$ cat config.mk
export PLATFORM = sky130hd
export DESIGN_NAME = decimal_converter_seq
export DESIGN_NICKNAME = d
export VERILOG_FILES = /design/src/rtl/decimal_converter_seq.sv
export SDC_FILE = /design/constraint.sdc
export NUM_CORES = 1
export LEC_CHECK = 0
export ABC_AREA = 0
export ABC_CLOCK_PERIOD_IN_PS = 1920
export CAP_MARGIN = 30
export CORE_AREA = 2 2 51 89
export CTS_BUF_LIST = sky130_fd_sc_hd__clkbuf_4 sky130_fd_sc_hd__clkbuf_8 sky130_fd_sc_hd__clkbuf_16
export DETAILED_ROUTE_END_ITERATION = 8
export DIE_AREA = 0 0 53 91
export PLACE_DENSITY = 0.78
export SLEW_MARGIN = 5
export SYNTH_ARGS = -nofsm -noshare
export SYNTH_HDL_FRONTEND = slang
export SYNTH_SLANG_ARGS = --single-unit
$ cat constraint.sdc
create_clock -name clk -period 1.92 [get_ports clk]
set_input_delay 0.576 -clock clk [delete_from_list [all_inputs] [get_ports clk]]
set_output_delay 0.576 -clock clk [all_outputs]
set_load 0.005 [all_outputs]
$ cat src/rtl/decimal_converter_seq.sv
// ============================================================================
// Module      : decimal_converter_seq
// Description : Sequential binary-to-BCD converter (double-dabble, one bit per
//               clock) with optional two's-complement input and saturation.
// Revision    : 1.0 - initial release
// ============================================================================
`default_nettype none

module decimal_converter_seq #(
    parameter int IN_W   = 8,
    parameter int DIGITS = 3,
    parameter int SIGNED = 0
) (
    input  logic                  clk,
    input  logic                  rst_n,
    input  logic [IN_W-1:0]       bin_in,
    input  logic                  in_valid,
    output logic                  in_ready,
    output logic [4*DIGITS-1:0]   bcd_out,
    output logic [5*DIGITS-1:0]   pbcd_out,
    output logic                  sign_out,
    output logic                  overflow,
    output logic                  out_valid,
    input  logic                  out_ready
);

    localparam int BW = 4 * DIGITS;
    localparam int CW = $clog2(IN_W + 1);

    typedef enum logic [1:0] {
        IDLE  = 2'd0,
        SHIFT = 2'd1,
        DONE  = 2'd2
    } state_t;

    state_t            r_state;
    state_t            w_state_nxt;
    logic [IN_W-1:0]   r_mag;
    logic [BW-1:0]     r_digits;
    logic [BW-1:0]     r_bcd;
    logic [CW-1:0]     r_cnt;
    logic              r_sign;
    logic              r_ovf;

    logic              w_is_neg;
    logic [IN_W-1:0]   w_mag_in;
    logic [BW-1:0]     w_adj;
    logic [BW-1:0]     w_digits_shifted;
    logic              w_carry;
    logic              w_last;
    logic              w_ovf_final;
    logic [BW-1:0]     w_bcd_final;

    // Negation is taken as IN_W-bit unsigned so the most-negative input maps to 2^(IN_W-1).
    assign w_is_neg = (SIGNED != 0) && bin_in[IN_W-1];
    assign w_mag_in = w_is_neg ? ((~bin_in) + IN_W'(1)) : bin_in;

    generate
        for (genvar gi = 0; gi < DIGITS; gi++) begin : g_digit
            assign w_adj[4*gi +: 4] = (r_digits[4*gi +: 4] >= 4'd5) ?
                                      (r_digits[4*gi +: 4] + 4'd3) :
                                      r_digits[4*gi +: 4];
            assign pbcd_out[5*gi +: 5] = {1'b0, r_bcd[4*gi +: 4]};
        end
    endgenerate

    assign w_digits_shifted = {w_adj[BW-2:0], r_mag[IN_W-1]};
    assign w_carry          = w_adj[BW-1];
    assign w_last           = (r_cnt == CW'(IN_W - 1));
    assign w_ovf_final      = r_ovf | w_carry;
    assign w_bcd_final      = w_ovf_final ? {DIGITS{4'h9}} : w_digits_shifted;

    always_ff @(posedge clk or negedge rst_n) begin
        if (!rst_n) begin
            r_state <= IDLE;
        end else begin
            r_state <= w_state_nxt;
        end
    end

    always_comb begin
        w_state_nxt = r_state;
        case (r_state)
            IDLE:    if (in_valid) w_state_nxt = SHIFT;
            SHIFT:   if (w_last) w_state_nxt = DONE;
            DONE:    if (out_ready) w_state_nxt = IDLE;
            default: w_state_nxt = IDLE;
        endcase
    end

    always_ff @(posedge clk or negedge rst_n) begin
        if (!rst_n) begin
            r_mag    <= '0;
            r_digits <= '0;
            r_bcd    <= '0;
            r_cnt    <= '0;
            r_sign   <= 1'b0;
            r_ovf    <= 1'b0;
        end else begin
            case (r_state)
                IDLE: begin
                    if (in_valid) begin
                        r_mag    <= w_mag_in;
                        r_sign   <= w_is_neg;
                        r_digits <= '0;
                        r_bcd    <= '0;
                        r_ovf    <= 1'b0;
                        r_cnt    <= '0;
                    end
                end
                SHIFT: begin
                    r_mag    <= r_mag << 1;
                    r_digits <= w_digits_shifted;
                    r_ovf    <= w_ovf_final;
                    r_cnt    <= r_cnt + CW'(1);
                    // Result register is loaded once, on the final shift, so it is frozen in DONE.
                    if (w_last) r_bcd <= w_bcd_final;
                end
                default: ;
            endcase
        end
    end

    assign in_ready  = (r_state == IDLE);
    assign out_valid = (r_state == DONE);
    assign bcd_out   = r_bcd;
    assign sign_out  = r_sign;
    assign overflow  = r_ovf;

endmodule

`default_nettype wire

==> metrics.txt, run 1 <==
Vias=1549; top cell type by total area after synthesis=dfrtp_1; final hold violation count=0; crit path DAT=1.28 ns; unique cell type count in the Yosys netlist=31; post-synthesis average cell area=approximately 10 um2; CP delay by family, top=buffers and inverters; Max-Cap Viols=0; Worst-Skew Late Latency=~0.29 ns; Die Width=53 um; wire per inst=13.60 um; CTS H-Tree Depth=2; Levels on crit path=1; Worst EP required=approximately 1.3 ns; CTS Buf Count=5; Port Buf Inserts=38; Rows=31; setup violators final=0; Final HPWL DP=slightly above 3000 um; DRC errors left=0; post-synthesis register bit count=39; final wirelength=between 3000 and 4000 um; Final period util=a little over nine tenths; Hold WC Path Type=in2async; pin count of the biggest net entering global routing=22; Ys Warns=0; CP Buf/Inv Count=1; die area=0.004823 mm2; Crit. Startpoint=overflow; Max Clock Skew=0.006334 ns; Root Driver=clkbuf_8; Slowest Stage Delay on Critical Path=~0.55 ns; initial core utilization=50.20%; main area contributors after synthesis=dfrtp_1, buf_4, nand2_1; Top-Level Pins=43; Final ANT Viol Nets=0; final instance area=between 0.002 and 0.003 mm2; DR iter-0 viols=17; post-synthesis sequential area ratio=between 40% and 50%; clk buf depth=2; run status=complete, no violations; RR Startpoint=r_digits[9]; Worst-path clk slew=0.07 ns; RSZ-0062 raised after global routing=false; cts hold-fix bufs=0; area delta synth->final=24.05%; Nets=263; vias per cell=approximately 5.3; Reg2Reg Depth=6; Final min period=1.861 ns; clk sinks=39; layout cells sized above 1=11.02%; TritonCTS clock tree=done; Fmax=between 500 and 600 MHz; gr usage total=between 10% and 20%; post-synth top area share=between 40% and 50%; global route overflow=0; first-pass iteration count of the detailed router=4; pwr/cell area=approximately 1800 mW/mm2; height of the die=91 um; fin util=around 62%; Worst setup SP type=flop; dpl cell area=0.002434 mm2; Core ar.=between 0.004 and 0.005 mm2; CP cell instances=clkdlybuf4s50_1; max-slew violation count=0; global placement routability congestion=between 0.8 and 0.9; Critical Path End Type=output pin; vias in the first global route=1411; synthesized instance count=about 210; Post-Syn Area=between 0.002 and 0.0025 mm2; antenna violations before repair=0; crit path max fanout=4; ANT cells=0; Pleak=around 1.2 nW; first-pass GRT wire length=around 6700 um; critical path's slowest cell=clkdlybuf4s50_1; crit path kind=reg2out; peak supply drop=approximately 1.2 mV
worst paths after layout:
kind | to | slack (ns)
min | r_mag[4] | 0.24
min reg2reg | r_mag[4] | 0.48
min in group clk | r_mag[4] | 0.48
max reg2reg | bcd_out[9] | 0.19
max | overflow | 0.06
max in group asynchronous | r_digits[8] | 1.21
power by group:
part	switching, mW	internal (mW)	total (mW)
clock	0.275	0.283	0.558
combinational	1.13	1.30	2.43
sequential	0.368	1.21	1.58
total	1.77	2.79	4.56
layout make-up:
cell class / instances / area, um2
fillers: 361 / 1536
clock inverters: 1 / 5.005
flip-flops and latches: 39 / 977.2
clock buffers: 7 / 83.83
inverters: 8 / 30.03
well taps: 49 / 61.31
repair buffers: 50 / 475.5
multi-input cells: 140 / 903.4
registers in the layout (all words and copies together), names as in the netlist:
register,cells
r_mag,8
r_digits,12
bcd_out,12
r_state,2
overflow,1
r_cnt,4
layout by cell type (no fill, tap or decap), drive strengths merged, types with 4 or more instances in the layout:
cell            n
dfrtp          39
clkdlybuf4s50  35
nand2          32
o21ai          18
buf            13
nor2           12
a21o           10
inv             8
mux2i           7
a22o            7
a31oi           7
ha              7
clkbuf          7
a211oi          6
nand2b          6
xnor2           5
a21oi           4
conb            4
through the flow:
stage / worst slack (ns) / hold slack [ns] / power (mW) / std cells / setup TNS, ns
after global routing: 0.006482 / 0.2793 / 4.965 / 294 / 0
after CTS: 0.05033 / 0.2644 / 4.622 / 294 / 0
after global placement: 0.01285 / 0.4635 / 3.970 / 285 / 0
after floorplan: 0.3947 / 0.2804 / 3.154 / 211 / 0
after detailed placement: -0.01263 / 0.4746 / 4.044 / 285 / -0.02156
final: 0.05916 / 0.2446 / 4.563 / 294 / 0
cells in the mapped netlist:
cell      number
dfrtp_1       39
nand2_1       32
buf_4         17
o21ai_0       17
nor2_1        12
a21o_1        10
inv_1          8
a22o_1         7
a31oi_1        7
ha_1           7
mux2i_1        7
a211oi_1       6
nand2b_1       6
xnor2_1        5
a21oi_1        4
clkbuf_1       4
a32o_1         3
buf_2          3
nand3_1        2
and2_1         1
and2b_1        1
conb_1         1
nand4_1        1
nand4b_1       1
nor2b_1        1
nor3b_2        1
nor4_4         1
o21ai_1        1
o21bai_1       1
o31ai_2        1
o32ai_1        1
repair_timing:
action | CTS | global route
buffers inserted | 1 | 0
resized for setup | 4 | 0
setup endpoints to repair | 2 | 0
kinds of logic after synthesis:
| kind of cell | share of synthesized area (%) |
|---|---|
| mux | 3.427 |
| buf+inv | 9.179 |
| simple gates | 13.77 |
| other cells | 0.1834 |
| flops | 47.74 |
| xor+xnor | 2.142 |
| fa+ha+maj | 4.284 |
| compound gates | 19.28 |
metal layers:
metal / track usage, % / part of all wire [%] / up-vias / wire length, um
li1: - / - / 776 / -
met1: 23.36 / 40 / 739 / 1597
met2: 30.83 / 55 / 28 / 2218
met3: 2.961 / 2.3 / 6 / 93
met4: 8.547 / 2.2 / 0 / 87
met5: 0 / 0 / - / 0
Power figures use the tool's default switching activity.
==> run 2, diff against run 1 <==
CORE_AREA = 10 10 59 97   (was 2 2 51 89)
DIE_AREA = 0 0 69 107   (was 0 0 53 91)
==> run 2 against run 1 <==
Compared with the run above: power up 0.80%; flip-flop and latch count stayed put; design area shrank 0.44%; via count is 2.8% higher; first-iteration DRC count grew to 2.6 times the previous value; register-to-register slack hardly changed; critical path type unchanged; highest routed layer unchanged; cell count fell by 1.4%; largest power group unchanged; clock power is 5.4% lower; sequential share of layout area up 0.17 points.
==> metrics.txt, run 2 (synthesized netlist as in run 1, its figures left out) <==
final wirelength=4459 um (+12%); Sw Ratio=39.26% (+0.38 points); Final HPWL DP=3338 um (+9.4%); CP delay by family, top=buffers and inverters; Root Driver=clkbuf_8; critical path's slowest cell=clkdlybuf4s50_1; die area=0.007383 mm2 (+53%); RSZ-0062 raised after global routing=false; layout cells sized above 1=9.544% (-1.5 points); Nets=261 (-0.76%); Pleak=1.196 nW (-0.23%); crit path max fanout=4 (unchanged); Final ANT Viol Nets=0 (unchanged); run status=complete, no violations; gr busiest metal=met2; CP cell instances=clkdlybuf4s50_1; commonest non-fill, non-tap cell in the layout=dfrtp_1; DR iter-0 viols=45 (+28); met1 usage=11.53% (-12 points); final hold violation count=0 (unchanged); setup violators final=0 (unchanged); initial core utilization=49.73% (-0.47 points); CTS Buf Count=5 (unchanged); max-slew violation count=0 (unchanged); Die Width=69 um (+30%); Worst EP required=1.34 ns (about the same); crit path kind=reg2out; area delta synth->final=23.50%; CTS H-Tree Depth=2 (unchanged); global route overflow=0 (unchanged); Slowest Stage Delay on Critical Path=0.54 ns (about the same); Port Buf Inserts=38 (unchanged); Final period util=96.65% (-0.27 points); height of the die=107 um (+18%); Logic pwr share=54.4% (+1.2 points); Vias=1592 (+2.8%); gr usage total=12.31% (-6.4 points); vias per cell=5.490 (+4.2%); Internal Power=2.794 mW (+0.19%); Top-Level Pins=43 (unchanged); clk sinks=39 (unchanged); placed cells=282 (-1.1%); Hold WC Path Type=in2async; fin util=61.41% (-0.86 points); DRC errors left=0 (unchanged); pin count of the biggest net entering global routing=40 (+82%); Worst-Skew Late Latency=0.29 ns (about the same); Worst setup SP type=flop; Critical Path End Type=output pin; first-pass iteration count of the detailed router=4 (unchanged); Core ar.=0.004111 mm2 (+0.95%); CP Buf/Inv Count=1 (unchanged); Non-Filler Instances=290 (-1.4%); crit path DAT=1.28 ns (about the same); pwr/cell area=1822 mW/mm2 (+1.3%); ANT cells=0 (unchanged); Sw Pwr=1.806 mW (+1.8%); clk buf depth=2 (unchanged); first-pass GRT wire length=7541 um (+12%); Max Clock Skew=0.003395 ns (-0.002939 ns); clock network power share=11.5% (-0.7 points); peak supply drop=1.009 mV (-19%); antenna violations before repair=0 (unchanged); Rows=31 (unchanged); cts hold-fix bufs=0 (unchanged); Worst-path clk slew=0.07 ns (about the same); commonest non-fill, non-tap cells in the layout=dfrtp_1, clkdlybuf4s50_1, nand2_1; Fmax=538.9 MHz (+0.28%); Final min period=1.856 ns (-0.005178 ns); Sequential Power Share=34.1% (-0.5 points); met3 Resource Use GR=3.601% (+0.64 points); TritonCTS clock tree=done; GR Layer Usage met2=22.83% (-8.0 points); global placement routability congestion=0.8630 (+4.1%); wire per inst=15.38 um (+13%); Max-Cap Viols=0 (unchanged); vias in the first global route=1607 (+14%)
## run 2: what timing repair did
item                                    4_1_cts  5_1_grt
endpoints found under the setup margin        2        1
setup buffers                                 1        1
gates resized for setup                       3        1
endpoints found under the hold margin         0        0
## run 2: metrics by stage
step	TNS [ns]	area [um2]	hold slack, ns	worst slack, ns	total power [mW]
floorplan	0	2056	0.2804	0.3947	3.154
global placement	0	2424	0.4622	0.01416	4.025
detailed placement	-0.02202	2424	0.4760	-0.01628	4.102
CTS	0	2515	0.3417	0.02157	4.653
global route	0	2525	0.3573	0.01562	4.993
finish	0	2525	0.3239	0.06434	4.600
## run 2: layout make-up
class / count / area [um2]
Clock buffer: 6 / 76.32
Fill cell: 374 / 1587
Inverter: 8 / 30.03
Multi-Input combinational cell: 140 / 903.4
Sequential cell: 39 / 977.2
Tap cell: 49 / 61.31
Timing Repair Buffer: 48 / 476.7
## run 2: power groups by stage
stage          clock [mW]  combinational (mW)  sequential, mW
2_1_floorplan           0                1.64            1.52
3_3_place_gp            0                2.45            1.58
3_5_place_dp            0                2.51            1.59
4_1_cts             0.540                2.54            1.57
5_1_grt             0.564                2.80            1.63
6_report            0.528                2.50            1.57
## run 2: routing by layer
| metal | share of wire (%) | wire length (um) | vias up |
|---|---|---|---|
| li1 | - | - | 769 |
| met3 | 3.9 | 174 | 9 |
| met2 | 56 | 2476 | 35 |
| met5 | 0 | 0 | - |
| met4 | 2.9 | 130 | 0 |
| met1 | 38 | 1676 | 779 |
## run 2: final timing paths
kind	to	slack (ns)	startpoint	depth (start not counted)
worst max-delay path	overflow	0.06	overflow	1
worst min-delay path	bcd_out[0]	0.32	rst_n	2
min in group clk	r_mag[3]	0.49	r_mag[3]	2
worst min register to register	r_mag[3]	0.49	r_mag[3]	2
worst max register to register	bcd_out[11]	0.20	r_digits[8]	7
max in group asynchronous	r_state[1]	1.22	rst_n	2
